[src/rtl/wb_stage_p.sv]
// wb_stage_p: Beta write-back stage. Holds one retiring instruction, waits for load data with a
// timeout, and drives the register-file write port. Optional macro WB_BYPASS_EN adds a byp_* write copy.
module wb_stage_p #(
  parameter int DATA_W      = 32,
  parameter int RA_W        = 5,
  parameter int ZERO_REG    = 31,
  parameter int MEM_TIMEOUT = 15
) (
  input  logic              clk,
  input  logic              rst,
  input  logic              in_valid,
  output logic              in_ready,
  input  logic [DATA_W-1:0] in_pc,
  input  logic [DATA_W-1:0] in_y,
  input  logic [1:0]        in_wd_sel,
  input  logic              in_werf,
  input  logic [RA_W-1:0]   in_rc,
  input  logic              flush,
  input  logic              mem_rd_valid,
  input  logic [DATA_W-1:0] mem_rd,
  output logic              rf_we,
  output logic [RA_W-1:0]   rf_w_addr,
  output logic [DATA_W-1:0] rf_w_data,
  output logic              busy,
  output logic              mem_timeout
`ifdef WB_BYPASS_EN
  ,
  output logic              byp_valid,
  output logic [RA_W-1:0]   byp_addr,
  output logic [DATA_W-1:0] byp_data
`endif
);

  localparam int CNT_W = (MEM_TIMEOUT > 0) ? $clog2(MEM_TIMEOUT + 1) : 1;
  localparam logic [CNT_W-1:0] TO_VAL = CNT_W'(MEM_TIMEOUT);
  localparam logic [RA_W-1:0]  ZR     = RA_W'(ZERO_REG);

  typedef enum logic [1:0] {
    S_EMPTY    = 2'd0,
    S_FULL     = 2'd1,
    S_WAIT_MEM = 2'd2
  } state_t;

  state_t             r_state;
  logic [CNT_W-1:0]   r_cnt;
  logic               r_mem_timeout;
  logic [DATA_W-1:0]  r_pc;
  logic [DATA_W-1:0]  r_y;
  logic [1:0]         r_sel;
  logic               r_werf;
  logic [RA_W-1:0]    r_rc;

  logic               w_wait;
  logic               w_qual;
  logic               w_xfer;
  logic               w_timeout;
  logic [CNT_W-1:0]   w_cnt_inc;
  logic [DATA_W-1:0]  w_data;

  assign w_wait    = (r_state == S_WAIT_MEM);
  assign w_qual    = (r_state == S_FULL) || (w_wait && mem_rd_valid);
  assign in_ready  = !rst && !flush && (!w_wait || mem_rd_valid);
  assign w_xfer    = in_valid && in_ready;
  assign w_cnt_inc = r_cnt + CNT_W'(1);
  // The cycle that would bring the wait count to MEM_TIMEOUT is the last one allowed.
  assign w_timeout = (MEM_TIMEOUT != 0) && w_wait && !mem_rd_valid && (w_cnt_inc == TO_VAL);

  assign rf_we       = !rst && w_qual && r_werf && (r_rc != ZR) && !flush && (r_sel != 2'd3);
  assign rf_w_addr   = r_rc;
  assign rf_w_data   = w_data;
  assign busy        = !rst && (r_state != S_EMPTY);
  assign mem_timeout = r_mem_timeout;

  // Result select; load data is passed straight through in its response cycle.
  always_comb begin
    w_data = '0;
    case (r_sel)
      2'd0:    w_data = mem_rd;
      2'd1:    w_data = r_y;
      2'd2:    w_data = r_pc;
      default: w_data = '0;
    endcase
  end

  // Entry register, state and load-timeout tracking.
  always_ff @(posedge clk) begin
    if (rst) begin
      r_state       <= S_EMPTY;
      r_cnt         <= '0;
      r_mem_timeout <= 1'b0;
      r_pc          <= '0;
      r_y           <= '0;
      r_sel         <= 2'd0;
      r_werf        <= 1'b0;
      r_rc          <= '0;
    end else if (flush) begin
      r_state <= S_EMPTY;
      r_cnt   <= '0;
      r_pc    <= '0;
      r_y     <= '0;
      r_sel   <= 2'd0;
      r_werf  <= 1'b0;
      r_rc    <= '0;
    end else if (w_xfer) begin
      r_state <= (in_wd_sel == 2'd0) ? S_WAIT_MEM : S_FULL;
      r_cnt   <= '0;
      r_pc    <= in_pc;
      r_y     <= in_y;
      r_sel   <= in_wd_sel;
      r_werf  <= in_werf;
      r_rc    <= in_rc;
    end else if (w_wait && !mem_rd_valid) begin
      if (w_timeout) begin
        r_state       <= S_EMPTY;
        r_cnt         <= '0;
        r_mem_timeout <= 1'b1;
      end else if (MEM_TIMEOUT != 0) begin
        r_cnt <= w_cnt_inc;
      end else begin
        r_cnt <= r_cnt;
      end
    end else begin
      r_state <= S_EMPTY;
      r_cnt   <= '0;
    end
  end

`ifdef WB_BYPASS_EN
  logic              r_byp_valid;
  logic [RA_W-1:0]   r_byp_addr;
  logic [DATA_W-1:0] r_byp_data;

  assign byp_valid = r_byp_valid;
  assign byp_addr  = r_byp_addr;
  assign byp_data  = r_byp_data;

  // One-cycle-delayed copy of the last register-file write.
  always_ff @(posedge clk) begin
    if (rst) begin
      r_byp_valid <= 1'b0;
      r_byp_addr  <= '0;
      r_byp_data  <= '0;
    end else begin
      r_byp_valid <= rf_we;
      if (rf_we) begin
        r_byp_addr <= rf_w_addr;
        r_byp_data <= rf_w_data;
      end else begin
        r_byp_addr <= r_byp_addr;
        r_byp_data <= r_byp_data;
      end
    end
  end
`endif

endmodule
[config.mk]
export PLATFORM = sky130hd
export DESIGN_NAME = wb_stage_p
export DESIGN_NICKNAME = d
export VERILOG_FILES = /design/src/rtl/wb_stage_p.sv
export SDC_FILE = /design/constraint.sdc
export NUM_CORES = 1
export LEC_CHECK = 0
export ABC_AREA = 1
export CAP_MARGIN = 20
export CORE_ASPECT_RATIO = 0.75
export CORE_UTILIZATION = 46
export CTS_BUF_LIST = sky130_fd_sc_hd__clkbuf_16
export CTS_CLUSTER_DIAMETER = 150
export CTS_CLUSTER_SIZE = 28
export DETAILED_ROUTE_END_ITERATION = 12
export GPL_TIMING_DRIVEN = 0
export PLACE_DENSITY = 0.95
export SLEW_MARGIN = 20
export SYNTH_ARGS = -nofsm -noshare
export SYNTH_HDL_FRONTEND = slang
export SYNTH_SLANG_ARGS = --single-unit
[constraint.sdc]
create_clock -name clk -period 2.9 [get_ports clk]
set_input_delay 0.29 -clock clk [delete_from_list [all_inputs] [get_ports clk]]
set_output_delay 0.29 -clock clk [all_outputs]
set_load 0.005 [all_outputs]
After elaboration in Yosys (flattened, before gate mapping)
Index checks and enable logic that the tools add are counted.
{"block": "classes", "muxes": 5, "div_mod_pow": 0, "addsub": 1, "n_shift": 0, "bitwise_logic": 3, "reduce_logical": 24, "mul": 0, "n_eq_ne": 8, "n_lt_le_gt_ge": 0}
{"op": "case mux 32 bit (3 select lines)", "n": 1}
{"op": "logical AND 1 bit", "n": 12}
{"op": "two-way mux 2 bit", "n": 4}
{"op": "inequality test 5 bit (second input constant)", "n": 1}
{"op": "OR reduction 5 bit", "n": 1}
{"op": "adder 4 x 1 -> 4 bit (second input constant)", "n": 1}
{"op": "equality test 2 x 1 -> 1 bit (second input constant)", "n": 2}
{"op": "equality test 2 bit (second input constant)", "n": 2}
{"op": "equality test 4 bit (second input constant)", "n": 1}
{"op": "logical NOT 1 bit", "n": 4}
{"op": "logical NOT 2 bit", "n": 2}
{"op": "AND reduction 4 bit", "n": 1}
{"op": "inequality test 3 bit (second input constant)", "n": 1}
{"op": "NOT 1 bit", "n": 3}
{"op": "logical OR 1 bit", "n": 2}
{"op": "inequality test 2 bit (second input constant)", "n": 1}
{"op": "nonzero test 2 bit", "n": 1}
{"op": "OR reduction 2 bit", "n": 1}
{"block": "totals", "ramBits": 0, "mem_bits_ro": 0, "n_memories": 0, "input_bits": 109, "output_inout_bits": 41, "latch_bits": 0, "regBits": 79}

Logic depth before layout (Yosys ltp)
Gate-level depths: netlist of the first run.
{"block": "depth", "depth_word": 8, "ltp_mapped": 8, "ltp_nobuf": 8}

Worst setup path before layout of the first run
Ideal clock, no wire load.
{"block": "synth_path", "kind": "reg2out", "startpoint": "register r_sel[1]", "endpoint": "output rf_w_data[15]", "path_stages_with_launch": 6, "arrival_time_ns": 1.087, "n_path_buf": 3, "path_slack_ns": 1.523, "cell_sequence": "dfxtp_1 > buf_2 > or2_1 > buf_6 > buf_6 > o211ai_1"}
{"block": "synth_via", "elab_chain_len": 2}
{"item": "from (decl)", "line": "49", "rtl": "logic [1:0] r_sel;"}
{"item": "from (signal assigned)", "line": "109", "rtl": "r_sel <= in_wd_sel;"}
{"item": "equality test 2 bit, or another cell as far along", "line": "77", "rtl": "case (r_sel)"}
{"item": "case mux 32 bit (3 select lines) *", "line": "77"}
{"item": "to (decl)", "line": "23", "rtl": "output logic [DATA_W-1:0] rf_w_data,"}
Mark *: on every way between the ends. The rest lies on a longest branch, timed or not.

Worst setup path in the final report of the first run
{"block": "layout_path", "startpoint": "input rst", "endpoint": "output rf_we"}
{"block": "layout_via", "elab_chain_len": 6}
{"item": "from (decl)", "line": "10", "rtl": "input logic rst,"}
{"item": "logical NOT 1 bit", "line": "68", "rtl": "assign rf_we = !rst && w_qual && r_werf && (r_rc != ZR) && !flush && (r_sel != 2'd3);"}
{"item": "logical AND 1 bit (5 in a row)", "line": "68"}
{"item": "to (decl)", "line": "21", "rtl": "output logic rf_we,"}
No other way between the ends.

==> impl_metrics.yaml, run 1 <==
worst_setup_path:
  r2r_end: "r_state[1]"
  start_kind: "input pin"
  cp_slowest_stage_delay_ns: 0.56
  crit_chain: "clkdlybuf4s50_1 -> nor2_2 -> buf_2 -> nand2_1 -> nor4_1 -> clkdlybuf4s50_1"
  required_ns: 2.61
  reg2reg_depth: 7
  worst-path-buf-inv: 3
  timing.critical_path.fanout_max: 10
  cp_top_family: "buffers and inverters"
  crit_top_cell: "clkdlybuf4s50_1"
  cp_data_arrival_time_ns: 2.19
  cp-end-kind: "output pin"
  r2r-start: "r_cnt[0]"
  crit_type: "in -> out"
  reg2reg_slack_ns: 1.30
  slowest_stage: "clkdlybuf4s50_1"
synthesis:
  synth_top_area_share: 0.4420
  synth_cell_types: 22
  synth_nets: 591
  ys_seq_area_frac: 0.4420
  synth.avg_cell_area_sq_um: 7.455
  ys_top_cells_by_area: "dfxtp_1 (44%), nand2_1 (12%), nand3_1 (10%)"
  syn_inst: 480
  synth_largest_area_cell: "dfxtp_1"
  synth-seq-cells: 79
  syn_area_sq_um: 3578
  yosysWarnings: 0
timing:
  final.min_clock_period_ns: 2.482
  hold_viol_final: 0
  max_freq_mhz: 403.0
  tns_ns: 0
  fin_crit_sh: 0.8557
  rsz0062_at_grt: "false"
  drv_slew: 0
  setup_viol: 0
  relSlewSlack: 0.6042
  tightestPinTransition_ns: 0.5938
  finClkSkew_ns: 0.007722
detailed_routing:
  drt_pass1_iterations: 5
  drtAntennaViolNets: 0
  vias: 4067
  drt_wl_total_mm: 12.38
  via_per_inst: 5.452
  avgRoutedWirePerCell_um: 16.60
  drt_iter0_drc: 221
  drc: 0
global_route:
  grt_max_degree: 15
  grtUsageMet1: 0.3701
  grt_use_total: 0.3066
  overflow: 0
  top_usage_layer: "met2"
  antenna_found_initial: 0
  grt_pass1_wl_mm: 19.39
  met2_usage: 0.5327
  met3_usage: 0.06811
  grt_pass1_vias: 4053
place:
  placedCellCount: 730
  io_buffers: 149
  hpwl_mm: 8.883
  place.gp.congestion: 0.8402
floorplanning:
  rows: 27
  fp.dieW_um: 103.8
  start_util: 0.4815
  die-height_um: 78.39
  die_area_sq_um: 8140
  ios: 150
  core_area_sq_um: 7432
finish:
  fin_cells: 746
  areaGrowthSynthToFinish_pct: 53.57
  layout_common_cells: "clkdlybuf4s50_1 (149), nand2_1 (119), dfxtp_1 (79), nand3_1 (74), inv_1 (46)"
  final_common_cell: "clkdlybuf4s50_1"
  final_nets: 751
  antenna_cells: 0
  n_fill_cell: 562
  layout-drive-gt1-share: 0.09302
min_path:
  worstHoldPathType: "reg -> reg"
  whs_endpoint: "r_y[9]"
  whs_path_depth: 2
  min_from: "r_y[9]"
cts:
  cts_tree: "built"
  h-tree-depth: 3
  postCtsSetupBuffers: 0
  cts.sink_count: 79
  clock_latency_ns: 0.34
  cts_buffers: 9
  cts-root-buf: "clkbuf_16"
  cts_resized: 0
  clk_pin_slew_ns: 0.06
  cts_hold_buf: 0
  cts_buffer_depth: 2
power_and_ir_drop:
  power.total_w: 0.002713
  p_per_area_nw_per_um2: 493.7
  max-vdd-ir-drop_mv: 0.3326
  cellLeakagePower_nw: 2.202
run_status:
  run_status: "completed"
job:
  maxCapViolCount: 0
==> synth_stat cells, drive strengths merged <==
cell type,number
o21ai,37
o211ai,32
inv,48
ha,2
or2,1
nand3,76
clkbuf,9
nor3,1
nand2,119
nor2,7
buf,28
a21oi,37
nor4,1
nand4,2
dfxtp,79
o31ai,1
==> final cells by class <==
class	count	area, sq um	share of cell area
Buffer	37	232.7	0.04235
Clock buffer	9	225.2	0.04098
Clock inverter	7	73.82	0.01343
Inverter	48	180.2	0.03279
Multi-Input combinational cell	316	1584	0.2883
Sequential cell	79	1582	0.2878
Tap cell	101	126.4	0.02300
Timing Repair Buffer	149	1491	0.2714
==> worst max-delay path by stage <==
| stage | from | endpoint | depth (start not counted) |
|---|---|---|---|
| final | rst | rf_we | 6 |
| after global routing | r_sel[1] | rf_w_data[11] | 5 |
| after CTS | rst | rf_we | 6 |
| after detailed placement | rst | rf_we | 6 |
| after global placement | rst | rf_we | 6 |
| after floorplan | r_sel[1] | rf_w_data[15] | 5 |
==> sequential cells by signal, summed over array words and instances, names as in the netlist <==
name / cells
r_cnt: 4
r_pc: 32
r_sel: 2
r_y: 32
r_state: 2
mem_timeout: 1
rf_w_addr: 5
r_werf: 1
==> stage by stage <==
stage | cell area (sq um) | utilization | hold WS (ns) | worst slack, ns
after floorplan | 3578 | - | 0.3591 | 1.523
after global placement | 5196 | 0.6992 | 0.4371 | 0.4512
final | 5495 | 0.7394 | 0.4533 | 0.4183
after global routing | 5495 | 0.7394 | 0.4669 | 0.3157
after detailed placement | 5196 | 0.6992 | 0.4460 | 0.4164
after CTS | 5495 | 0.7394 | 0.4543 | 0.4048
==> cell families after synthesis <==
group                      count (synthesis)  synth area share
AOI/OAI and AO/OA                        107            0.1853
adders and majority gates                  2          0.006992
buffers and inverters                     85            0.1154
and+or+nand+nor                          207            0.2504
DFF                                       79            0.4420
==> layer usage <==
layer | up-vias | share of wire
met4 | 0 | 0.022
met3 | 27 | 0.093
met1 | 1900 | 0.40
met2 | 223 | 0.48
met5 | - | 0
li1 | 1917 | -
==> worst register-to-register path, stage by stage (launching register included) <==
cell     delay, ns
dfxtp_1       0.35
ha_1          0.23
inv_1         0.06
nand2_1       0.05
nand2_1       0.06
nand3_1       0.11
o21ai_0       0.45
o31ai_1       0.15
==> report_power, final <==
group	leakage (nW)	total, W	internal (W)	switching [W]
Clock	0.139	0.00114	0.000668	0.000469
Sequential	0.642	0.00113	0.00112	0.0000161
Combinational	1.42	0.000442	0.000259	0.000183
Total	2.20	0.00271	0.00204	0.000669
Power figures use the tool's default switching activity.
==> run 2: changes to the inputs <==
Settings changed: CORE_UTILIZATION 46 to 43, PLACE_DENSITY 0.95 to 0.91, SETUP_SLACK_MARGIN set to 0.1.
Clock period 2.9 ns to 2.7 ns, I/O delays scaled along.
==> run 2 against run 1 <==
  * Utilization is 5.4 points lower
  * Clock skew is 0.0022 ns lower
  * Sequential share of layout area is 0.11 points higher
  * Critical path type unchanged
  * Largest power group is now registers
  * Highest routed layer unchanged
==> impl_metrics.yaml, run 2 (synthesized netlist as in run 1, its figures left out) <==
worst_setup_path:
  crit_cells: 6
  cp_top_family: "buffers and inverters"
  crit_type: "in -> out"
  r2r_end: "r_state[1]"
  crit_top_cell: "clkdlybuf4s50_1"
  crit_chain: "clkdlybuf4s50_1 -> nor2_2 -> buf_2 -> nand2_1 -> nor4_1 -> clkdlybuf4s50_1"
  cp-end-kind: "output pin"
  start_kind: "input pin"
  reg2reg_slack_ns: 1.10
  r2r-start: "r_cnt[0]"
  cp_data_arrival_time_ns: 2.20
  worst-path-buf-inv: 3
  cp_slowest_stage_delay_ns: 0.57
  timing.critical_path.fanout_max: 10
  required_ns: 2.43
  slowest_stage: "clkdlybuf4s50_1"
  reg2reg_depth: 7
floorplanning:
  ios: 150
  start_util: 0.4480
  fp.dieW_um: 107.3
  die-height_um: 81.01
  core_area_sq_um: 7988
  rows: 28
  die_area_sq_um: 8695
finish:
  antenna_cells: 0
  areaGrowthSynthToFinish_pct: 53.01
  n_fill_cell: 690
  final_common_cell: "clkdlybuf4s50_1"
  fin_area_sq_um: 5475
  layout-drive-gt1-share: 0.09302
  layout_common_cells: "clkdlybuf4s50_1 (149), nand2_1 (119), dfxtp_1 (79), nand3_1 (74), inv_1 (45)"
  final_nets: 751
  utilization: 0.6855
power_and_ir_drop:
  p_per_area_nw_per_um2: 507.9
  max-vdd-ir-drop_mv: 0.2870
  power.total_w: 0.002781
  cellLeakagePower_nw: 2.188
global_route:
  grt_max_degree: 15
  grt_pass1_wl_mm: 18.11
  antenna_found_initial: 0
  grt_pass1_vias: 3878
  grt_use_total: 0.2734
  overflow: 0
cts:
  cts_buffer_depth: 2
  h-tree-depth: 3
  postCtsSetupBuffers: 0
  cts_resized: 0
  cts_buffers: 9
  clk_pin_slew_ns: 0.06
  cts-root-buf: "clkbuf_16"
  clock_latency_ns: 0.33
  cts_tree: "built"
  cts.sink_count: 79
  cts_hold_buf: 0
min_path:
  whs_path_depth: 2
  whs_endpoint: "r_y[31]"
  min_from: "r_y[31]"
  worstHoldPathType: "reg -> reg"
timing:
  rsz0062_at_grt: "false"
  max_freq_mhz: 405.1
  finalWorstSetupSlack_ns: 0.2317
  relSlewSlack: 0.6144
  finClkSkew_ns: 0.005544
  drv_slew: 0
  tns_ns: 0
  final.min_clock_period_ns: 2.468
  tightestPinTransition_ns: 0.5783
  hold_viol_final: 0
  fin_crit_sh: 0.9142
  setup_viol: 0
detailed_routing:
  drt_wl_total_mm: 11.61
  vias: 3882
  drt_iter0_drc: 188
  drt_pass1_iterations: 4
  via_per_inst: 5.176
  drtAntennaViolNets: 0
  drc: 0
  avgRoutedWirePerCell_um: 15.49
run_status:
  run_status: "completed"
place:
  io_buffers: 149
  place.gp.congestion: 0.7930
  dpl_cell_area_sq_um: 5201
  dpl_worst_slack_ns: 0.2806
  hpwl_mm: 8.703
job:
  maxCapViolCount: 0
run 2: worst reg2reg max path, delay by kind of cell (launching register included):
family	cells	cell delay, ns
buffers and inverters	1	0.06
AOI/OAI and AO/OA	2	0.59
and+or+nand+nor	3	0.24
adders and majority gates	1	0.22
DFF	1	0.35
run 2: cell type report:
class                      instances  area (sq um)  area share
clock inverter                     7         48.80    0.008912
clock buffer                       9         225.2     0.04113
buffer                            37         232.7     0.04250
sequential                        79          1582      0.2888
tap                              105         131.4     0.02399
multi-input combinational        316          1584      0.2893
timing repair buffer             149          1491      0.2724
inverter                          48         180.2     0.03291
run 2: worst max path at each step:
stage | slack, ns | from | to
6_report | 0.23 | rst | rf_we
5_1_grt | 0.14 | r_sel[1] | rf_w_data[14]
4_1_cts | 0.28 | rst | rf_we
3_5_place_dp | 0.28 | rst | rf_we
3_3_place_gp | 0.29 | rst | rf_we
2_1_floorplan | 1.34 | r_sel[1] | rf_w_data[15]
run 2: routing by layer:
layer | track usage | wire, um | share of wire | vias to the layer above
li1 | - | - | - | 1921
met1 | 0.3294 | 5031 | 0.43 | 1790
met2 | 0.4852 | 5640 | 0.49 | 159
met3 | 0.06019 | 826 | 0.071 | 12
met4 | 0.09589 | 115 | 0.0099 | 0
met5 | 0 | 0 | 0 | -
run 2: report_power, final:
group / internal [W] / leakage (nW) / total, W / switching [W]
clock: 0.000622 / 0.125 / 0.00110 / 0.000474
sequential: 0.00120 / 0.642 / 0.00122 / 0.0000166
combinational: 0.000278 / 1.42 / 0.000468 / 0.000191
total: 0.00210 / 2.19 / 0.00278 / 0.000681
run 2: stage by stage:
step | hold WS (ns) | std cells
final | 0.4531 | 750
after global routing | 0.4754 | 750
after CTS | 0.4524 | 750
after detailed placement | 0.4426 | 734
after global placement | 0.4377 | 734
after floorplan | 0.3391 | 480
